===== config.mk =====
export PLATFORM = sky130hd
export DESIGN_NAME = state_encoder_queue_flat
export DESIGN_NICKNAME = d
export VERILOG_FILES = /design/src/rtl/state_encoder_queue_if.sv /design/src/rtl/state_encoder_queue.sv /design/src/flat_wrapper.sv
export SDC_FILE = /design/constraint.sdc
export NUM_CORES = 1
export LEC_CHECK = 0
export CELL_PAD_IN_SITES_DETAIL_PLACEMENT = 1
export CELL_PAD_IN_SITES_GLOBAL_PLACEMENT = 1
export CORE_MARGIN = 3
export CORE_UTILIZATION = 30
export CTS_BUF_LIST = sky130_fd_sc_hd__clkbuf_4 sky130_fd_sc_hd__clkbuf_8
export CTS_CLUSTER_SIZE = 16
export DETAILED_ROUTE_END_ITERATION = 10
export PLACE_DENSITY = 0.54
export RECOVER_POWER = 25
export SYNTH_ARGS = -nofsm -noshare
export SYNTH_HDL_FRONTEND = slang
export SYNTH_SLANG_ARGS = --single-unit

===== constraint.sdc =====
create_clock -name clk -period 2.7 [get_ports clk]
set_input_delay 0.405 -clock clk [delete_from_list [all_inputs] [get_ports clk]]
set_output_delay 0.405 -clock clk [all_outputs]
set_load 0.02 [all_outputs]

===== src/rtl/state_encoder_queue_if.sv =====
// Handshake bundle between fetch, the decode queue and the control unit.
// slave = queue side, master = producer/consumer environment side.
interface state_encoder_queue_if #(
    parameter int unsigned STATE_W = 7,
    parameter int unsigned DEPTH   = 4
);
    localparam int unsigned CNT_W = $clog2(DEPTH) + 1;

    logic               flush;
    logic               in_valid;
    logic               in_ready;
    logic [31:0]        instruction;
    logic               out_valid;
    logic               out_ready;
    logic [31:0]        instr_out;
    logic [STATE_W-1:0] state_sel;
    logic               illegal;
    logic [CNT_W-1:0]   count;

    modport slave (
        input  flush, in_valid, instruction, out_ready,
        output in_ready, out_valid, instr_out, state_sel, illegal, count
    );

    modport master (
        output flush, in_valid, instruction, out_ready,
        input  in_ready, out_valid, instr_out, state_sel, illegal, count
    );
endinterface


===== src/rtl/state_encoder_queue.sv =====
// FIFO of MIPS instructions decoded to FSM state codes at push time.
// Optional feature macro: STATE_ENC_ADD_EN (decode ADD to state 36).
module state_encoder_queue #(
    parameter int unsigned STATE_W = 7,
    parameter int unsigned DEPTH   = 4
) (
    input logic                  clk,
    input logic                  rst,
    state_encoder_queue_if.slave bus
);
    localparam int unsigned PTR_W = $clog2(DEPTH);
    localparam int unsigned CNT_W = PTR_W + 1;
    localparam logic [CNT_W-1:0] FULL_CNT = CNT_W'(DEPTH);

    logic [31:0] mem_instr [DEPTH];
    logic [5:0]  mem_code  [DEPTH];
    logic        mem_ill   [DEPTH];

    logic [PTR_W-1:0] wr_ptr_q, rd_ptr_q;
    logic [CNT_W-1:0] count_q;
    logic             push, pop, empty;
    logic [5:0]       dec_code;
    logic             dec_bad;

    logic [5:0] op, fn;
    logic [4:0] rt;

    assign op = bus.instruction[31:26];
    assign fn = bus.instruction[5:0];
    assign rt = bus.instruction[20:16];

    always_comb begin
        dec_code = 6'd0;
        dec_bad  = 1'b0;
        case (op)
            6'b000000: begin
                case (fn)
                    6'b100001: dec_code = 6'd6;
                    6'b100011: dec_code = 6'd17;
                    6'b101011: dec_code = 6'd19;
                    6'b100100: dec_code = 6'd23;
                    6'b100101: dec_code = 6'd25;
                    6'b100110: dec_code = 6'd27;
                    6'b100111: dec_code = 6'd29;
                    6'b000000: dec_code = 6'd31;
                    6'b000011: dec_code = 6'd32;
                    6'b000010: dec_code = 6'd33;
                    6'b001011: dec_code = 6'd34;
                    6'b001010: dec_code = 6'd35;
`ifdef STATE_ENC_ADD_EN
                    6'b100000: dec_code = 6'd36;
`endif
                    default:   dec_bad  = 1'b1;
                endcase
            end
            6'b001001: dec_code = 6'd18;
            6'b001011: dec_code = 6'd20;
            6'b001100: dec_code = 6'd24;
            6'b001101: dec_code = 6'd26;
            6'b001110: dec_code = 6'd28;
            6'b001111: dec_code = 6'd30;
            6'b011100: begin
                case (fn)
                    6'b100001: dec_code = 6'd21;
                    6'b100000: dec_code = 6'd22;
                    default:   dec_bad  = 1'b1;
                endcase
            end
            6'b101000, 6'b101001, 6'b101011: dec_code = 6'd7;
            6'b000100: dec_code = 6'd11;
            6'b000001: begin
                if (rt == 5'b00001) dec_code = 6'd37;
                else                dec_bad  = 1'b1;
            end
            6'b100011, 6'b100001, 6'b100101, 6'b100000, 6'b100100: dec_code = 6'd13;
            default: dec_bad = 1'b1;
        endcase
    end

    // Ready/valid come only from registered occupancy, so a pop never frees a slot
    // for a same-cycle push and nothing on the input side reaches Out_* combinationally.
    assign empty         = (count_q == '0);
    assign bus.in_ready  = (count_q < FULL_CNT);
    assign bus.out_valid = !empty;
    assign bus.count     = count_q;
    assign push          = bus.in_valid && bus.in_ready && !bus.flush;
    assign pop           = bus.out_ready && !empty && !bus.flush;

    always_ff @(posedge clk) begin
        if (push) begin
            mem_instr[wr_ptr_q] <= bus.instruction;
            mem_code[wr_ptr_q]  <= dec_code;
            mem_ill[wr_ptr_q]   <= dec_bad;
        end
    end

    always_ff @(posedge clk or posedge rst) begin
        if (rst) begin
            wr_ptr_q <= '0;
            rd_ptr_q <= '0;
            count_q  <= '0;
        end else if (bus.flush) begin
            wr_ptr_q <= '0;
            rd_ptr_q <= '0;
            count_q  <= '0;
        end else begin
            if (push) wr_ptr_q <= wr_ptr_q + 1'b1;
            if (pop)  rd_ptr_q <= rd_ptr_q + 1'b1;
            case ({push, pop})
                2'b10:   count_q <= count_q + 1'b1;
                2'b01:   count_q <= count_q - 1'b1;
                default: count_q <= count_q;
            endcase
        end
    end

    // Storage is never cleared; gating by occupancy keeps stale entries invisible.
    assign bus.instr_out = empty ? 32'd0 : mem_instr[rd_ptr_q];
    assign bus.state_sel = empty ? '0 : STATE_W'(mem_code[rd_ptr_q]);
    assign bus.illegal   = empty ? 1'b0 : mem_ill[rd_ptr_q];
endmodule


===== src/flat_wrapper.sv =====
// flat-port wrapper written by rule: the top's interface ports become plain ports
module state_encoder_queue_flat 
#(
    parameter int unsigned STATE_W = 7,
    parameter int unsigned DEPTH   = 4
)
  (clk, rst, bus_flush, bus_in_valid, bus_instruction, bus_out_ready, bus_in_ready, bus_out_valid, bus_instr_out, bus_state_sel, bus_illegal, bus_count);
  state_encoder_queue_if #(.STATE_W(STATE_W), .DEPTH(DEPTH)) bus_i ();
  input logic clk;
  input logic rst;
  input wire logic [$bits(bus_i.flush)-1:0] bus_flush;
  input wire logic [$bits(bus_i.in_valid)-1:0] bus_in_valid;
  input wire logic [$bits(bus_i.instruction)-1:0] bus_instruction;
  input wire logic [$bits(bus_i.out_ready)-1:0] bus_out_ready;
  output wire logic [$bits(bus_i.in_ready)-1:0] bus_in_ready;
  output wire logic [$bits(bus_i.out_valid)-1:0] bus_out_valid;
  output wire logic [$bits(bus_i.instr_out)-1:0] bus_instr_out;
  output wire logic [$bits(bus_i.state_sel)-1:0] bus_state_sel;
  output wire logic [$bits(bus_i.illegal)-1:0] bus_illegal;
  output wire logic [$bits(bus_i.count)-1:0] bus_count;
  assign bus_i.flush = bus_flush;
  assign bus_i.in_valid = bus_in_valid;
  assign bus_i.instruction = bus_instruction;
  assign bus_i.out_ready = bus_out_ready;
  assign bus_in_ready = bus_i.in_ready;
  assign bus_out_valid = bus_i.out_valid;
  assign bus_instr_out = bus_i.instr_out;
  assign bus_state_sel = bus_i.state_sel;
  assign bus_illegal = bus_i.illegal;
  assign bus_count = bus_i.count;
  state_encoder_queue #(.STATE_W(STATE_W), .DEPTH(DEPTH)) u_core (.clk(clk), .rst(rst), .bus(bus_i));
endmodule

# == Word level (Yosys, flattened, before mapping) ==
# Memories as Yosys holds them, arrays and structs flattened.
# Index checks and enable logic that the tools add are counted.
# totals
memories,3
out_inout_bits,45
regBits,7
word_cells,79
inputBits,37
ram_bits,156
# classes
magnitude_cmp,1
n_mux,19
addsub,4
reduce_logical,17
n_eq_ne,32
# memory_table
memory,depth,width,rd,rd_ports_with_merged_regs,write_ports,line_no,rtl
u_core.mem_instr,4,32,1,0,1,state_encoder_queue.sv:15,logic [31:0] mem_instr [DEPTH];
u_core.mem_code,4,6,1,0,1,state_encoder_queue.sv:16,logic [5:0] mem_code [DEPTH];
u_core.mem_ill,4,1,1,0,1,state_encoder_queue.sv:17,logic mem_ill [DEPTH];
# op_table
operator,count
$pmux 6 s12,2
$eq 6x6->1 const B,16
$eq 6x4->1 const B,8
$mux 32,1
$reduce_or 15->1,1
$eq 6x2->1 const B,2
$logic_not 6->1,2
$mux 6,2
$reduce_or 12->1,1
$pmux 5 s2,1
$mux 2,4
$eq 6x1->1 const B,1
$eq 6x3->1 const B,1
$eq 6x5->1 const B,1
$mux 1,6
$pmux 3 s2,1
$eq 5x1->1 const B,1
$reduce_or 5->1,1
$add 2x1->2 const B,2
$logic_and 1x1->1,4
$pmux 1 s4,1
$reduce_bool 2->1,2
$add 3x1->3 const B,1
$logic_not 3->1,1
9 further kinds,10

# == Depth between registers and ports, before layout ==
# Gate-level depths: netlist of run 1.
# depth
word_depth,7
depth_mapped,8
depth_no_buf,7

# == Least setup slack after synthesis of run 1 ==
# OpenSTA, ideal clock, no wires.
# synth_path
path_type,register -> register
from,register u_core.count_q[2] (netlist: u_core.bus.count[2])
to,memory u_core.mem_code[0][0] (enable)
required_time_ns,2.300
arrival_ns,2.021
n_path_buf,1
stages_incl_launch_ff,5
period_less_slack_ns,2.421
setup_time_ns,0.400
slack_ns,0.279
path_cell_list,dfrtp_1 -> nor2b_1 -> clkbuf_1 -> nor2b_1 -> and2_1
# synth_via
elab_chain_len,5
# synth_rtl
element,line_no,rtl
from (decl),state_encoder_queue.sv:20,logic [CNT_W-1:0] count_q;
from (signal assigned),state_encoder_queue.sv:110,2'b10: count_q <= count_q + 1'b1;
from (signal assigned),state_encoder_queue.sv:111,2'b01: count_q <= count_q - 1'b1;
from (signal assigned),state_encoder_queue.sv:112,default: count_q <= count_q;
$lt 3x3->1,state_encoder_queue.sv:83,assign bus.in_ready = (count_q < FULL_CNT);
$logic_and 1x1->1 (2 in a row),state_encoder_queue.sv:86,assign push = bus.in_valid && bus.in_ready && !bus.flush;
$mux 1,state_encoder_queue.sv:90,if (push) begin
$mux 1 (implied by the code),state_encoder_queue.sv:92,mem_code[wr_ptr_q] <= dec_code;
to (decl),state_encoder_queue.sv:16,
# No other way between the ends.

# == Worst setup path after layout of run 1 ==
# layout_path
from,register u_core.rd_ptr_q[0]
to,output port bus_instr_out[3]
# layout_via
elab_chain_len,2
# layout_rtl
element,line_no,rtl
from (decl),state_encoder_queue.sv:19,"logic [PTR_W-1:0] wr_ptr_q, rd_ptr_q;"
from (signal assigned),state_encoder_queue.sv:108,if (pop) rd_ptr_q <= rd_ptr_q + 1'b1;
$mem_v2 4x32,n/a,
$mux 32,state_encoder_queue.sv:118,assign bus.instr_out = empty ? 32'd0 : mem_instr[rd_ptr_q];
to (decl),flat_wrapper.sv:17,output wire logic [$bits(bus_i.instr_out)-1:0] bus_instr_out;
# No other way between the ends.

==> results.cfg, run 1 <==
[cells_and_area]
drive_gt1_frac = 0.223
fin_cells = 791
nFillCells = 2241
nets = 540
layout_commonest_cell = edfxtp_1
area_growth_syn_to_layout_pct = 23.8
mostFrequentLayoutCells = 156 x edfxtp_1, 40 x and2_1, 39 x mux4_2, 39 x dlygate4sd2_1, 24 x dlygate4sd3_1
final_area_um2 = 8580
antenna_cells = 0

[logic_synthesis]
synth.distinct_cells = 57
muxShareOfSynthArea = 0.128
synth-edff-count = 156
synth_ff_type = edfxtp_1
yosysWarnings = 0
yosysSeqAreaShare = 0.701
ys_async_sr_fraction = 0.0429
synth_top_family_by_area = multiplexers
synthTopCellsByArea = edfxtp_1 68%, mux4_2 13%, and2_1 4.0%
yosys.area_share.xor_xnor = 0.00632
netlist_area_um2 = 6930
synthCells = 396
syn_area_per_cell_um2 = 17.5
yosys.area.top_type_share = 0.676
syn-num-nets = 438
synthSimpleGateAreaFrac = 0.0969
synth_fa_ha_area_frac = 0.0101
yosys_register_bits = 163
post-synth-top-area-cell = edfxtp_1
synth-compound-area-share = 0.0330

[floorplanning]
start_util = 0.311
die_area_um2 = 25000
coreArea_um2 = 22300
rows = 54
dieHeight_um = 158
ios = 82
die_x_um = 158

[clock_tree]
clk_latency_ps = 460
clockRootBuffer = clkbuf_8
clk_pin_slew_ps = 80
htreeDepth = 4
clkSinkCount = 163
ctsHoldBuffers = 0
clk_path_buf_depth = 2
cts_tree = yes
cts_buffers = 17

[timing]
min_period_ps = 2570
tns_ps = 0
relSlewSlack = 0.652
clock.fmax_mhz = 389
fin_crit_sh = 0.953
hold_viol_final = 0
worst_pin_slew_ps = 517
setup_violations = 0
final_max_slew_viol_count = 0
fin_skew_ps = 15.0
rsz0062_at_grt = no

[setup_path]
path_max_fanout = 14
critPathSlowestCell = mux4_2
crit_path_start_kind = register
cp_num_buf_inv = 2
crit_family = multiplexers
crit_path_end_kind = primary output
crit_chain = buf_12, mux4_2, and2_1, dlygate4sd2_1
slowest_delay_ps = 530
arrival_ps = 2170
critPathKind = reg2out
critical_path_required_ps = 2300

[place]
gp_congestion = 0.827
dp_hpwl_mm = 10.5
placed_area_um2 = 8270
placed_cells = 758
io_buffers = 80

[detailed_routing]
first_pass_iters = 5
via_per_inst = 4.88
initialDrtViolationCount = 230
drc = 0
postRouteAntennaNets = 0
vias = 3858
routed_wl_mm = 15.9
wl_per_cell_um = 20.1

[power]
pwr_density_cell_nw_per_um2 = 835
leakagePower_uw = 0.00294
peakVddDrop_mv = 0.504

[run]
max_cap_viol_count = 0

[global_route]
grt_max_degree = 43
antenna_found_initial = 0
first_global_vias = 4213
grtUsageTotal = 0.134
grt_overflow = 0
grt_pass1_wl_mm = 24.8

[outcome]
status = finished clean

[min_path]
hp-class = in2async
==> synthesized netlist by cell type (4+ instances only) <==
| cell | count |
|---|---|
| ha_1 | 4 |
| a21oi_1 | 5 |
| buf_1 | 4 |
| buf_2 | 10 |
| nand2_1 | 6 |
| nor2b_1 | 6 |
| clkbuf_1 | 7 |
| nor3_1 | 5 |
| o21ai_0 | 10 |
| and2_1 | 44 |
| nor2_1 | 23 |
| nand3_1 | 7 |
| inv_1 | 8 |
| dfrtp_1 | 7 |
| mux4_2 | 39 |
| edfxtp_1 | 156 |
==> power breakdown <==
part | switching, µW | internal, µW
registers | 83.0 | 2950
logic | 1400 | 1180
clock network | 908 | 640
total | 2390 | 4770
==> state kept, by name, indices dropped and copies added (netlist names) <==
name,count
u_core.mem_instr,128
u_core.rd_ptr_q,2
u_core.mem_code,24
u_core.wr_ptr_q,2
u_core.bus.count,3
u_core.mem_ill,4
==> worst register-to-register path, stage by stage, from the launching register on <==
cell and delay, ps:
dfrtp_1 430, or3_2 510, buf_8 220, nand2_4 140, nor3_1 70, fa_1 410, nor4_1 280, a221oi_1 80
nor2_1 100
==> final timing paths <==
kind / from / end / slack (ps) / cells after the start
setup / recovery: u_core.rd_ptr_q[0]$_DFFE_PP0P_ / bus_instr_out[3] / 130 / 4
max in group asynchronous: rst / u_core.rd_ptr_q[0]$_DFFE_PP0P_ / 2130 / 2
setup reg to reg: u_core.bus.count[1]$_DFFE_PP0P_ / u_core.bus.count[2]$_DFFE_PP0P_ / 390 / 8
hold / removal: rst / u_core.bus.count[1]$_DFFE_PP0P_ / 330 / 2
hold reg to reg: u_core.bus.count[1]$_DFFE_PP0P_ / u_core.bus.count[1]$_DFFE_PP0P_ / 620 / 2
min in group clk: u_core.bus.count[1]$_DFFE_PP0P_ / u_core.bus.count[1]$_DFFE_PP0P_ / 620 / 2
==> cell type report <==
cell class	instances	area, µm²	area share
Sequential cell	163	4860	0.567
Tap cell	280	350	0.0408
Clock inverter	15	110	0.0128
Inverter	8	30.0	0.00350
Timing Repair Buffer	109	1080	0.126
Clock buffer	17	234	0.0273
Multi-Input combinational cell	199	1910	0.223
==> routing by layer <==
layer	track usage	routed length [µm]	vias up
met5	0	0	-
met4	0.0447	223	0
met3	0.0295	471	17
met2	0.226	8080	77
met1	0.173	7100	2017
li1	-	-	1747
==> what timing repair did <==
action,4_1_cts,5_1_grt
buffers inserted,1,0
cloned,0,0
endpoints found under the setup margin,40,1
gates resized for setup,41,1
==> metrics by stage <==
| stage | hold WS (ps) | utilization | setup slack, ps | power, µW |
|---|---|---|---|---|
| 4_1_cts | 167 | 0.385 | 49.3 | 7330 |
| 3_5_place_dp | 619 | 0.371 | 190 | 5980 |
| 5_1_grt | 311 | 0.385 | 14.4 | 7580 |
| 2_1_floorplan | 208 | - | 279 | 4670 |
| 3_3_place_gp | 586 | 0.371 | 169 | 5950 |
| 6_report | 325 | 0.385 | 127 | 7160 |
==> logic make-up after synthesis <==
family	Yosys count
fa+ha+maj	5
simple gates	113
compound gates	35
mux	40
flops	163
other cells	1
buf+inv	34
xor+xnor	5
Note: power is estimated with default switching activity, not from simulation.
==> run 2, diff against run 1 <==
--- a/config.mk
+++ b/config.mk
@@ -8,11 +8,11 @@
 export CELL_PAD_IN_SITES_DETAIL_PLACEMENT = 1
 export CELL_PAD_IN_SITES_GLOBAL_PLACEMENT = 1
 export CORE_MARGIN = 3
-export CORE_UTILIZATION = 30
+export CORE_UTILIZATION = 46
 export CTS_BUF_LIST = sky130_fd_sc_hd__clkbuf_4 sky130_fd_sc_hd__clkbuf_8
 export CTS_CLUSTER_SIZE = 16
 export DETAILED_ROUTE_END_ITERATION = 10
-export PLACE_DENSITY = 0.54
+export PLACE_DENSITY = 0.77
 export RECOVER_POWER = 25
 export SYNTH_ARGS = -nofsm -noshare
 export SYNTH_HDL_FRONTEND = slang
==> run 2 against run 1 <==
  * Cell count down 13%
  * Clock skew shrank 2.6 ps
  * Critical path depth unchanged
  * Register-to-register slack improved by 140 ps
  * Sequential cell count is the same
  * Clock power grew 5%
  * Fmax hardly changed
  * Power up 0.46%
  * Global-route usage grew 4.7 points
  * Sequential share of layout area grew 0.68 points
  * Largest cell class unchanged
  * Largest power group unchanged
==> results.cfg, run 2 (synthesized netlist as in run 1, its figures left out) <==
[clock_tree]
clockRootBuffer = clkbuf_8
cts_tree = yes
clkSinkCount = 163
cts_setup_buffers = 0
clk_pin_slew_ps = 90
clk_latency_ps = 450
htreeDepth = 4
cts_buffers = 17
clk_path_buf_depth = 2
ctsHoldBuffers = 0

[power]
p_sw_uw = 2310
pwr-share-clk = 0.225
p_int_uw = 4880
pwr_density_cell_nw_per_um2 = 849
finalPower_uw = 7200
switching_share = 0.322
leakagePower_uw = 0.00309
power_frac_comb = 0.355
power_frac_seq = 0.420
peakVddDrop_mv = 0.393

[cells_and_area]
largestRegisters = u_core.mem_instr: 128 flops, u_core.mem_code: 24 flops, u_core.mem_ill: 4 flops
nFillCells = 1336
drive_gt1_frac = 0.214
top_register = u_core.mem_instr
mostFrequentLayoutCells = 156 x edfxtp_1, 40 x and2_1, 39 x mux4_2
final_area_um2 = 8480
nets = 534
layout_commonest_cell = edfxtp_1
seq_area_um2 = 4860
multi_input_area_um2 = 1910
antenna_cells = 0
area_growth_syn_to_layout_pct = 22.2
largest_register_ffs = 128

[setup_path]
crit_path_start_kind = register
crit_path_end_kind = primary output
r2r_cells = 8
timing.rr.start = u_core.bus.count[1]$_DFFE_PP0P_
path_max_fanout = 23
critical_path_required_ps = 2300
r2r_slack_ps = 530
arrival_ps = 2170
r2r_end = u_core.bus.count[2]$_DFFE_PP0P_
critPathKind = reg2out

[floorplanning]
ios = 82
dieHeight_um = 129
rows = 44
start_util = 0.474
die_x_um = 129
coreArea_um2 = 14600
die_area_um2 = 16600

[place]
gp_congestion = 0.801
dp_hpwl_mm = 9.55
io_buffers = 80
placed_area_um2 = 8080

[timing]
worst_pin_slew_ps = 534
final_max_slew_viol_count = 0
fin_skew_ps = 12.4
hold_viol_final = 0
relSlewSlack = 0.640
clock.fmax_mhz = 389
setup_violations = 0
min_period_ps = 2570
rsz0062_at_grt = no
fin_crit_sh = 0.952

[min_path]
hp-class = in2async

[detailed_routing]
routed_wl_mm = 14.3
wl_per_cell_um = 20.7
drc = 0
first_pass_iters = 4
postRouteAntennaNets = 0
vias = 3798
via_per_inst = 5.51
initialDrtViolationCount = 333

[global_route]
first_global_vias = 4056
grt_pass1_wl_mm = 22.5
grt_overflow = 0
grtUsageTotal = 0.182
grt_max_degree = 43
antenna_found_initial = 0

[run]
max_cap_viol_count = 0

[outcome]
status = finished clean
run 2: cell count changes in the layout (fill, tap and decap cells not counted), moves of 2 or more:
cell / before / now
inv_8: 2 / 0
clkdlybuf4s50_1: 16 / 18
inv_6: 1 / 5
clkinv_4: 4 / 2
buf_4: 20 / 15
dlymetal6s2s_1: 1 / 16
dlygate4sd2_1: 39 / 23
run 2: worst max-delay path by stage:
stage                                          from                               to  depth (start not counted)
floorplan           u_core.bus.count[2]$_DFFE_PP0P_  u_core.mem_code[0][0]$_DFFE_PP_                          4
global placement                bus_instruction[27]  u_core.mem_code[0][0]$_DFFE_PP_                          6
detailed placement              bus_instruction[27]  u_core.mem_code[0][0]$_DFFE_PP_                          6
CTS                  u_core.rd_ptr_q[0]$_DFFE_PP0P_                 bus_state_sel[5]                          4
global route         u_core.rd_ptr_q[0]$_DFFE_PP0P_                bus_instr_out[20]                          4
finish               u_core.rd_ptr_q[0]$_DFFE_PP0P_                bus_instr_out[28]                          4
run 2: routing by layer:
layer / routed length (µm) / track usage / vias to the layer above
li1: - / - / 1724
met1: 6000 / 0.237 / 1973
met2: 7470 / 0.306 / 95
met3: 678 / 0.0482 / 6
met4: 107 / 0.0451 / 0
met5: 0 / 0 / -
run 2: layout make-up:
cell class	instances	share of cell area
Tap cell	184	0.0272
Inverter	8	0.00354
Timing Repair Buffer	103	0.127
Clock buffer	17	0.0276
Multi-Input combinational cell	199	0.226
Sequential cell	163	0.574
Clock inverter	15	0.0155
run 2: power by group through the flow:
stage	logic (µW)	registers [µW]	clock network [µW]
2_1_floorplan	1600	3070	0
3_3_place_gp	2720	3060	0
3_5_place_dp	2760	3080	0
4_1_cts	2630	3020	1660
5_1_grt	2770	3040	1760
6_report	2560	3020	1620
run 2: stage by stage:
stage | cells | hold slack [ps] | TNS, ps | util | worst slack [ps]
after floorplan | 396 | 208 | 0 | - | 279
final | 689 | 322 | 0 | 0.579 | 129
after global placement | 657 | 594 | 0 | 0.552 | 322
after detailed placement | 657 | 612 | 0 | 0.552 | 266
after CTS | 689 | 167 | -1040 | 0.575 | -89.1
after global routing | 689 | 325 | 0 | 0.579 | 7.34
run 2: critical path, cell delays in order, from the launching register on:
cell	delay, ps
dfrtp_2	420
buf_12	240
mux4_2	540
and2_1	180
dlygate4sd2_1	330
run 2: repair_timing:
action,4_1_cts,5_1_grt
gates resized for setup,25,18
pin swaps,0,0
gates cloned,0,0
setup endpoints to repair,39,17
==> run 3, diff against run 2 <==
--- a/config.mk
+++ b/config.mk
@@ -10,6 +10,7 @@
 export CORE_MARGIN = 3
 export CORE_UTILIZATION = 46
 export CTS_BUF_LIST = sky130_fd_sc_hd__clkbuf_4 sky130_fd_sc_hd__clkbuf_8
+export CTS_CLUSTER_DIAMETER = 120
 export CTS_CLUSTER_SIZE = 16
 export DETAILED_ROUTE_END_ITERATION = 10
 export PLACE_DENSITY = 0.77
@@ -17,3 +18,4 @@
 export SYNTH_ARGS = -nofsm -noshare
 export SYNTH_HDL_FRONTEND = slang
 export SYNTH_SLANG_ARGS = --single-unit
+export TNS_END_PERCENT = 50
==> run 3 against run 2 <==
  * Cell count increased by 0.15%
  * Hold slack worse by 1.1 ps
  * Via count is 0.21% higher
  * Clock power is essentially flat
  * First-iteration DRC count shrank 7.2%
  * Sequential power barely moved
  * Non-clock buffer count unchanged
  * Routed wire length shrank 0.15%
  * Die area unchanged
  * Sequential share of layout area about the same
==> results.cfg, run 3 (synthesized netlist as in run 1, its figures left out) <==
[outcome]
status = finished clean

[cells_and_area]
layout_commonest_cell = edfxtp_1
top_register = u_core.mem_instr
drive_gt1_frac = 0.214
nFillCells = 1335
largestRegisters = u_core.mem_instr: 128 flops, u_core.mem_code: 24 flops, u_core.mem_ill: 4 flops
area_growth_syn_to_layout_pct = 22.3
mostFrequentLayoutCells = 156 x edfxtp_1, 40 x and2_1, 39 x mux4_2
nets = 534
largest_register_ffs = 128

[place]
dp_hpwl_mm = 9.55
io_buffers = 80
post-place-ws_ps = 266
gp_congestion = 0.801

[power]
switching_share = 0.321
power_frac_comb = 0.355
pwr_density_cell_nw_per_um2 = 848
peakVddDrop_mv = 0.393
p_sw_uw = 2310
pwr-share-clk = 0.225
leakagePower_uw = 0.00309
power_frac_seq = 0.420
finalPower_uw = 7190
p_int_uw = 4880

[setup_path]
timing.rr.start = u_core.bus.count[1]$_DFFE_PP0P_
r2r_slack_ps = 530
crit_path_start_kind = register
crit_path_end_kind = primary output
critPathKind = reg2out
cp_num_buf_inv = 2
slowest_delay_ps = 540
critical_path_required_ps = 2300
arrival_ps = 2170
startpoint = u_core.rd_ptr_q[0]$_DFFE_PP0P_
crit_chain = buf_12, mux4_2, and2_1, dlygate4sd2_1
critPathSlowestCell = mux4_2
path_max_fanout = 23
crit_family = buffers and inverters

[clock_tree]
clk_path_buf_depth = 2
clockRootBuffer = clkbuf_8
ctsHoldBuffers = 0
htreeDepth = 4
cts_tree = yes
clk_latency_ps = 450
cts_buffers = 17
clkSinkCount = 163
cts_setup_buffers = 0
clk_pin_slew_ps = 90

[timing]
final_max_slew_viol_count = 0
setup_violations = 0
worst_pin_slew_ps = 519
rsz0062_at_grt = no
fin_skew_ps = 12.6
clock.fmax_mhz = 389
relSlewSlack = 0.650
fin_crit_sh = 0.953
hold_viol_final = 0
min_period_ps = 2570
layout_setup_ws_ps = 127

[floorplanning]
start_util = 0.474
ios = 82
rows = 44
die_x_um = 129
die_area_um2 = 16600
dieHeight_um = 129
coreArea_um2 = 14600

[global_route]
grt_overflow = 0
grt_max_degree = 43
first_global_vias = 4058
antenna_found_initial = 0
grtUsageTotal = 0.182
grt_pass1_wl_mm = 22.5

[detailed_routing]
via_per_inst = 5.52
drc = 0
wl_per_cell_um = 20.6
routed_wl_mm = 14.2
postRouteAntennaNets = 0
vias = 3806
first_pass_iters = 4
initialDrtViolationCount = 309

[min_path]
hp-class = in2async

[run]
max_cap_viol_count = 0
-- run 3: through the flow --
stage          hold slack, ps   util  setup TNS, ps  std cells  area [µm²]
3_3_place_gp              594  0.552              0        657        8080
4_1_cts                   167  0.575          -1040        689        8430
2_1_floorplan             208      -              0        396        6930
5_1_grt                   325  0.579              0        689        8480
3_5_place_dp              612  0.552              0        657        8080
6_report                  321  0.579              0        690        8480
-- run 3: area by class of cell --
class / count / area (µm²) / share of cell area
Antenna cell: 1 / 2.50 / 0.000295
Clock buffer: 17 / 234 / 0.0276
Clock inverter: 15 / 131 / 0.0155
Inverter: 8 / 30.0 / 0.00354
Multi-Input combinational cell: 199 / 1910 / 0.226
Sequential cell: 163 / 4860 / 0.573
Tap cell: 184 / 230 / 0.0272
Timing Repair Buffer: 103 / 1080 / 0.127
-- run 3: worst paths after layout --
path	end	cells after the start
setup / recovery	bus_instr_out[28]	4
hold / removal	u_core.bus.count[1]$_DFFE_PP0P_	2
setup reg to reg	u_core.bus.count[2]$_DFFE_PP0P_	8
hold reg to reg	u_core.bus.count[1]$_DFFE_PP0P_	2
max in group asynchronous	u_core.rd_ptr_q[0]$_DFFE_PP0P_	2
min in group clk	u_core.bus.count[1]$_DFFE_PP0P_	2
-- run 3: repair_timing --
action / 4_1_cts / 5_1_grt
setup endpoints to repair: 39 / 17
gates cloned: 0 / 0
resized for setup: 25 / 18
pin swaps: 0 / 0
-- run 3: metal layers --
layer	global-route usage	up-vias	share of wire
li1	-	1724	-
met2	0.306	75	0.52
met1	0.237	1997	0.42
met5	0	-	0
met4	0.0451	0	0.010
met3	0.0482	10	0.043
-- run 3: worst register-to-register path: cells and delay by family, from the launching register on --
family,cells,cell delay (ps)
buf+inv,1,210
flops,1,430
compound gates,1,80
simple gates,5,990
fa+ha+maj,1,400
-- run 3: power by group through the flow --
stage               Clock (µW)  Combinational, µW  Sequential (µW)
CTS                       1660               2630             3020
global route              1760               2770             3040
finish                    1620               2550             3020
global placement             0               2720             3060
floorplan                    0               1600             3070
detailed placement           0               2760             3080
